**config.mk**
```make
export PLATFORM = sky130hd
export DESIGN_NAME = shift_deserializer
export DESIGN_NICKNAME = d
export VERILOG_FILES = /design/src/rtl/shift_deserializer.sv
export SDC_FILE = /design/constraint.sdc
export NUM_CORES = 1
export LEC_CHECK = 0
export CORE_ASPECT_RATIO = 1.5
export CORE_UTILIZATION = 35
export DETAILED_ROUTE_END_ITERATION = 10
export GPL_ROUTABILITY_DRIVEN = 0
export SYNTH_ARGS = -nofsm -noshare
export SYNTH_HDL_FRONTEND = slang
export SYNTH_SLANG_ARGS = --single-unit
```
**constraint.sdc**
```tcl
create_clock -name i_clk -period 1.65 [get_ports i_clk]
set_clock_uncertainty 0.15 [all_clocks]
set_input_delay 0.4125 -clock i_clk [delete_from_list [all_inputs] [get_ports i_clk]]
set_output_delay 0.4125 -clock i_clk [all_outputs]
set_load 0.03 [all_outputs]
```
**src/rtl/shift_deserializer.sv**
```systemverilog
// rtl/shift_deserializer.sv - serial-to-parallel word assembler with valid/ready output and sticky overflow
module shift_deserializer #(
    parameter int BW_DATA   = 8,
    parameter bit MSB_FIRST = 1'b1
) (
    input  logic                       i_clk,
    input  logic                       i_rst,
    input  logic                       i_s,
    input  logic                       i_s_vld,
    input  logic                       i_clr,
    input  logic                       i_rdy,
    output logic [BW_DATA-1:0]         o_q,
    output logic                       o_vld,
    output logic                       o_ovf,
    output logic [$clog2(BW_DATA)-1:0] o_bit_cnt
);

    localparam int CW = $clog2(BW_DATA);
    localparam logic [CW-1:0] LAST_CNT = CW'(BW_DATA - 1);

    typedef enum logic {S_EMPTY, S_FULL} state_t;

    state_t             r_state;
    state_t             w_state_nxt;
    logic [BW_DATA-1:0] r_sh;
    logic [BW_DATA-1:0] w_sh_nxt;
    logic [CW-1:0]      r_cnt;
    logic [BW_DATA-1:0] r_q;
    logic               r_ovf;
    logic               w_shift;
    logic               w_done;
    logic               w_load;
    logic               w_ovf_set;

    // i_clr takes priority over a valid bit, so a cleared cycle never completes a word
    assign w_shift = i_s_vld & ~i_clr;
    assign w_done  = w_shift & (r_cnt == LAST_CNT);

    always_comb begin
        w_sh_nxt = r_sh;
        if (MSB_FIRST) begin
            w_sh_nxt = {r_sh[BW_DATA-2:0], i_s};
        end else begin
            w_sh_nxt = {i_s, r_sh[BW_DATA-1:1]};
        end
    end

    always_ff @(posedge i_clk) begin
        if (i_rst) begin
            r_sh  <= '0;
            r_cnt <= '0;
        end else if (i_clr) begin
            r_sh  <= '0;
            r_cnt <= '0;
        end else if (i_s_vld) begin
            r_sh  <= w_sh_nxt;
            r_cnt <= (r_cnt == LAST_CNT) ? '0 : r_cnt + 1'b1;
        end
    end

    always_comb begin
        w_state_nxt = r_state;
        w_load      = 1'b0;
        w_ovf_set   = 1'b0;
        case (r_state)
            S_EMPTY: begin
                if (w_done) begin
                    w_state_nxt = S_FULL;
                    w_load      = 1'b1;
                end
            end
            S_FULL: begin
                if (w_done && i_rdy) begin
                    w_load = 1'b1;
                end else if (w_done) begin
                    w_ovf_set = 1'b1;
                end else if (i_rdy) begin
                    w_state_nxt = S_EMPTY;
                end
            end
            default: w_state_nxt = S_EMPTY;
        endcase
    end

    // the completed word is taken from w_sh_nxt so it includes the bit sampled this edge
    always_ff @(posedge i_clk) begin
        if (i_rst) begin
            r_state <= S_EMPTY;
            r_q     <= '0;
            r_ovf   <= 1'b0;
        end else begin
            r_state <= w_state_nxt;
            if (w_load) begin
                r_q <= w_sh_nxt;
            end
            if (w_ovf_set) begin
                r_ovf <= 1'b1;
            end
        end
    end

    assign o_q       = r_q;
    assign o_vld     = (r_state == S_FULL);
    assign o_ovf     = r_ovf;
    assign o_bit_cnt = r_cnt;

endmodule
```
==> results.json <==
{
  "status": "finished clean",
  "crit_type": "reg2out",
  "post-route-min-period_ns": 1.60,
  "synth_nets": 86,
  "synthMuxAreaShare": 0.213,
  "crit_path_max_incr_delay_ns": 0.37,
  "synth_xor_area_frac": 0,
  "cp_data_required_time_ns": 1.09,
  "grt_pass1_vias": 592,
  "internal-power_w": 0.000763,
  "top_layer": "met4",
  "maxSlewViolCount": 0,
  "setup_viol": 0,
  "clock_latency_ns": 0.29,
  "ios": 19,
  "grt_max_degree": 19,
  "yosys_warnings": 0,
  "cp_top_family": "flip-flops",
  "crit_path_start_kind": "flop",
  "remaining_drc_errors": 0,
  "drt-vias-per-instance": 4.78,
  "placed_area_um2": 1090,
  "synthSimpleGateAreaFrac": 0.235,
  "cellPowerDensity_nw_per_um2": 831,
  "synth_edf_count": 0,
  "crit_path_end_kind": "primary output",
  "switchingPower_w": 0.000177,
  "min_path_type": "reg2reg",
  "p_leak_nw": 0.482,
  "clockRootBuffer": "clkbuf_4",
  "synth_top_area_share": 0.473,
  "port_buffers": 18,
  "finalCritPeriodShare": 0.968,
  "synth_cells": 78,
  "die_y_um": 62.3,
  "met2_length_um": 678,
  "antenna_found_initial": 0,
  "relSlewSlack": 0.784,
  "cts_setup_buffers": 0,
  "track_usage": 0.121,
  "max_cap_viol_count": 0,
  "vias": 597,
  "drive_gt1_frac": 0.167,
  "wl_um": 1410,
  "swShare": 0.189,
  "synth_top_area_cell": "dfxtp_1",
  "finish.utilization": 0.501,
  "synth_top_family_by_area": "simple AND/OR/NAND/NOR gates",
  "wl_met3_um": 53,
  "ant_nets": 0,
  "fin_cells": 125,
  "yosysUniqueCellTypes": 15,
  "crit_chain": "clkdlybuf4s15_1",
  "fin_nets": 111,
  "dr.pass1.iters": 4,
  "yosysSeqAreaShare": 0.473,
  "cts_tree": "done",
  "fmax_ghz": 0.626,
  "cts_buffer_depth": 2,
  "worstMarginPinSlew_ns": 0.323,
  "clock_sinks": 20,
  "synth_flop_cell": "dfxtp_1",
  "clkPwrFrac": 0.422,
  "syn_area_um2": 847,
  "ys_seq_elements": 20,
  "n_antenna_cell": 0,
  "h-tree-depth": 1,
  "synth_adder_area_share": 0.0295,
  "core_um2": 2260,
  "combPwrFrac": 0.059,
  "die_x_um": 42.2,
  "crit_buf_inv": 1,
  "yosysMostFrequentCell": "dfxtp_1",
  "clkTransAtPathRegs_ns": 0.11,
  "rsz0062_at_grt": "no",
  "p_seq_frac": 0.519,
  "grt_first_pass_wirelength_um": 2530,
  "cp_max_fo": 3,
  "async_flop_share": 0,
  "dieArea_um2": 2620,
  "peakVddDrop_mv": 0.525,
  "hold_slack_ns": 0.331,
  "ys_top_cells_by_count": "dfxtp_1 (20), mux2i_1 (18), nand2b_1 (16), nor2_1 (12), ha_1 (2)",
  "placed_cells": 121,
  "m1WireLength_um": 656,
  "crit_arrival_ns": 1.03,
  "synth_area_leaders": "dfxtp_1 (47%), mux2i_1 (21%), nand2b_1 (12%), nor2_1 (5.3%), ha_1 (3.0%)",
  "initial_core_util": 0.375,
  "crit_path_top_delay_cell": "dfxtp_1",
  "overflow": 0,
  "synth_compound_area_frac": 0.0177,
  "cts_inserted_buffers": 3,
  "hold_viol_final": 0,
  "hold_buffers": 0,
  "syn_area_per_cell_um2": 10.9,
  "synthToLayoutAreaGrowth_pct": 33.5,
  "drt_iter0_markers": 5,
  "wl_per_cell_um": 11.3,
  "final_design_area_no_fill_um2": 1130,
  "rows": 21
}
[cell type report]
type	instances	area, um2
clock buffers	3	22.5
clock inverters	1	30.0
fillers	223	1130
multi-input cells	54	419
flip-flops and latches	20	402
well taps	23	28.8
repair buffers	24	229
[metal layers]
layer / vias to the layer above / track usage
li1: 309 / -
met1: 273 / 0.153
met2: 13 / 0.196
met3: 2 / 0.0203
met4: 0 / 0.0586
met5: - / 0
[cell usage in the layout, fill, tap and decap left out]
| cell type | count |
|---|---|
| dlygate4sd2_1 | 4 |
| buf_12 | 1 |
| nand2b_1 | 16 |
| a21oi_1 | 1 |
| clkbuf_4 | 3 |
| dfxtp_2 | 1 |
| clkdlybuf4s15_2 | 1 |
| or2_1 | 1 |
| o21ba_2 | 1 |
| dfxtp_1 | 19 |
| buf_4 | 5 |
| nand2b_4 | 1 |
| nand3b_4 | 1 |
| mux2i_1 | 18 |
| clkbuf_2 | 1 |
| ha_1 | 2 |
| clkdlybuf4s15_1 | 7 |
| nor2b_4 | 1 |
| nor2_1 | 12 |
| clkdlybuf4s50_1 | 5 |
| bufinv_16 | 1 |
[state kept, by name, summed over array words and instances, names as in the netlist]
| signal | count |
|---|---|
| o_vld | 1 |
| o_q | 8 |
| r_sh | 7 |
| o_bit_cnt | 3 |
| o_ovf | 1 |
[stage by stage]
step	worst slack [ns]	TNS [ns]	power (W)
after detailed placement	-0.0938	-1.32	0.000555
after floorplan	0.00466	0	0.000532
after CTS	0.00873	0	0.000952
after global placement	-0.0704	-1.13	0.000556
after global routing	0.000604	0	0.000974
final	0.0535	0	0.000940
[final timing paths]
check                             from             endpoint  slack (ns)  cells after the start
max reg2reg  o_bit_cnt[1]$_SDFFE_PP0P_  o_q[7]$_SDFFE_PP0P_        0.13                      6
min                o_q[6]$_SDFFE_PP0P_  o_q[6]$_SDFFE_PP0P_        0.33                      2
min reg2reg        o_q[6]$_SDFFE_PP0P_  o_q[6]$_SDFFE_PP0P_        0.33                      2
max          o_bit_cnt[2]$_SDFFE_PP0P_         o_bit_cnt[2]        0.05                      1
[cells by family (layout without fill, tap and decap cells)]
kind of cell,after synthesis,in the layout
AOI/OAI and AO/OA,2,2
adders and majority gates,2,2
buffers and inverters,4,28
DFF,20,20
muxes,18,18
and+or+nand+nor,32,32
[power groups by stage]
stage | combinational, W | sequential, W | clock [W]
after floorplan | 0.0000309 | 0.000501 | 0
after global placement | 0.0000572 | 0.000499 | 0
after detailed placement | 0.0000568 | 0.000499 | 0
after CTS | 0.0000565 | 0.000488 | 0.000407
after global routing | 0.0000599 | 0.000489 | 0.000426
final | 0.0000557 | 0.000488 | 0.000396
[what timing repair did]
| action | 4_1_cts | 5_1_grt |
|---|---|---|
| endpoints found under the hold margin | 0 | 0 |
| setup endpoints to repair | 13 | 10 |
| gates cloned | 0 | 0 |
| resized for setup | 16 | 9 |
No activity file was read; power rests on OpenSTA's default activity.
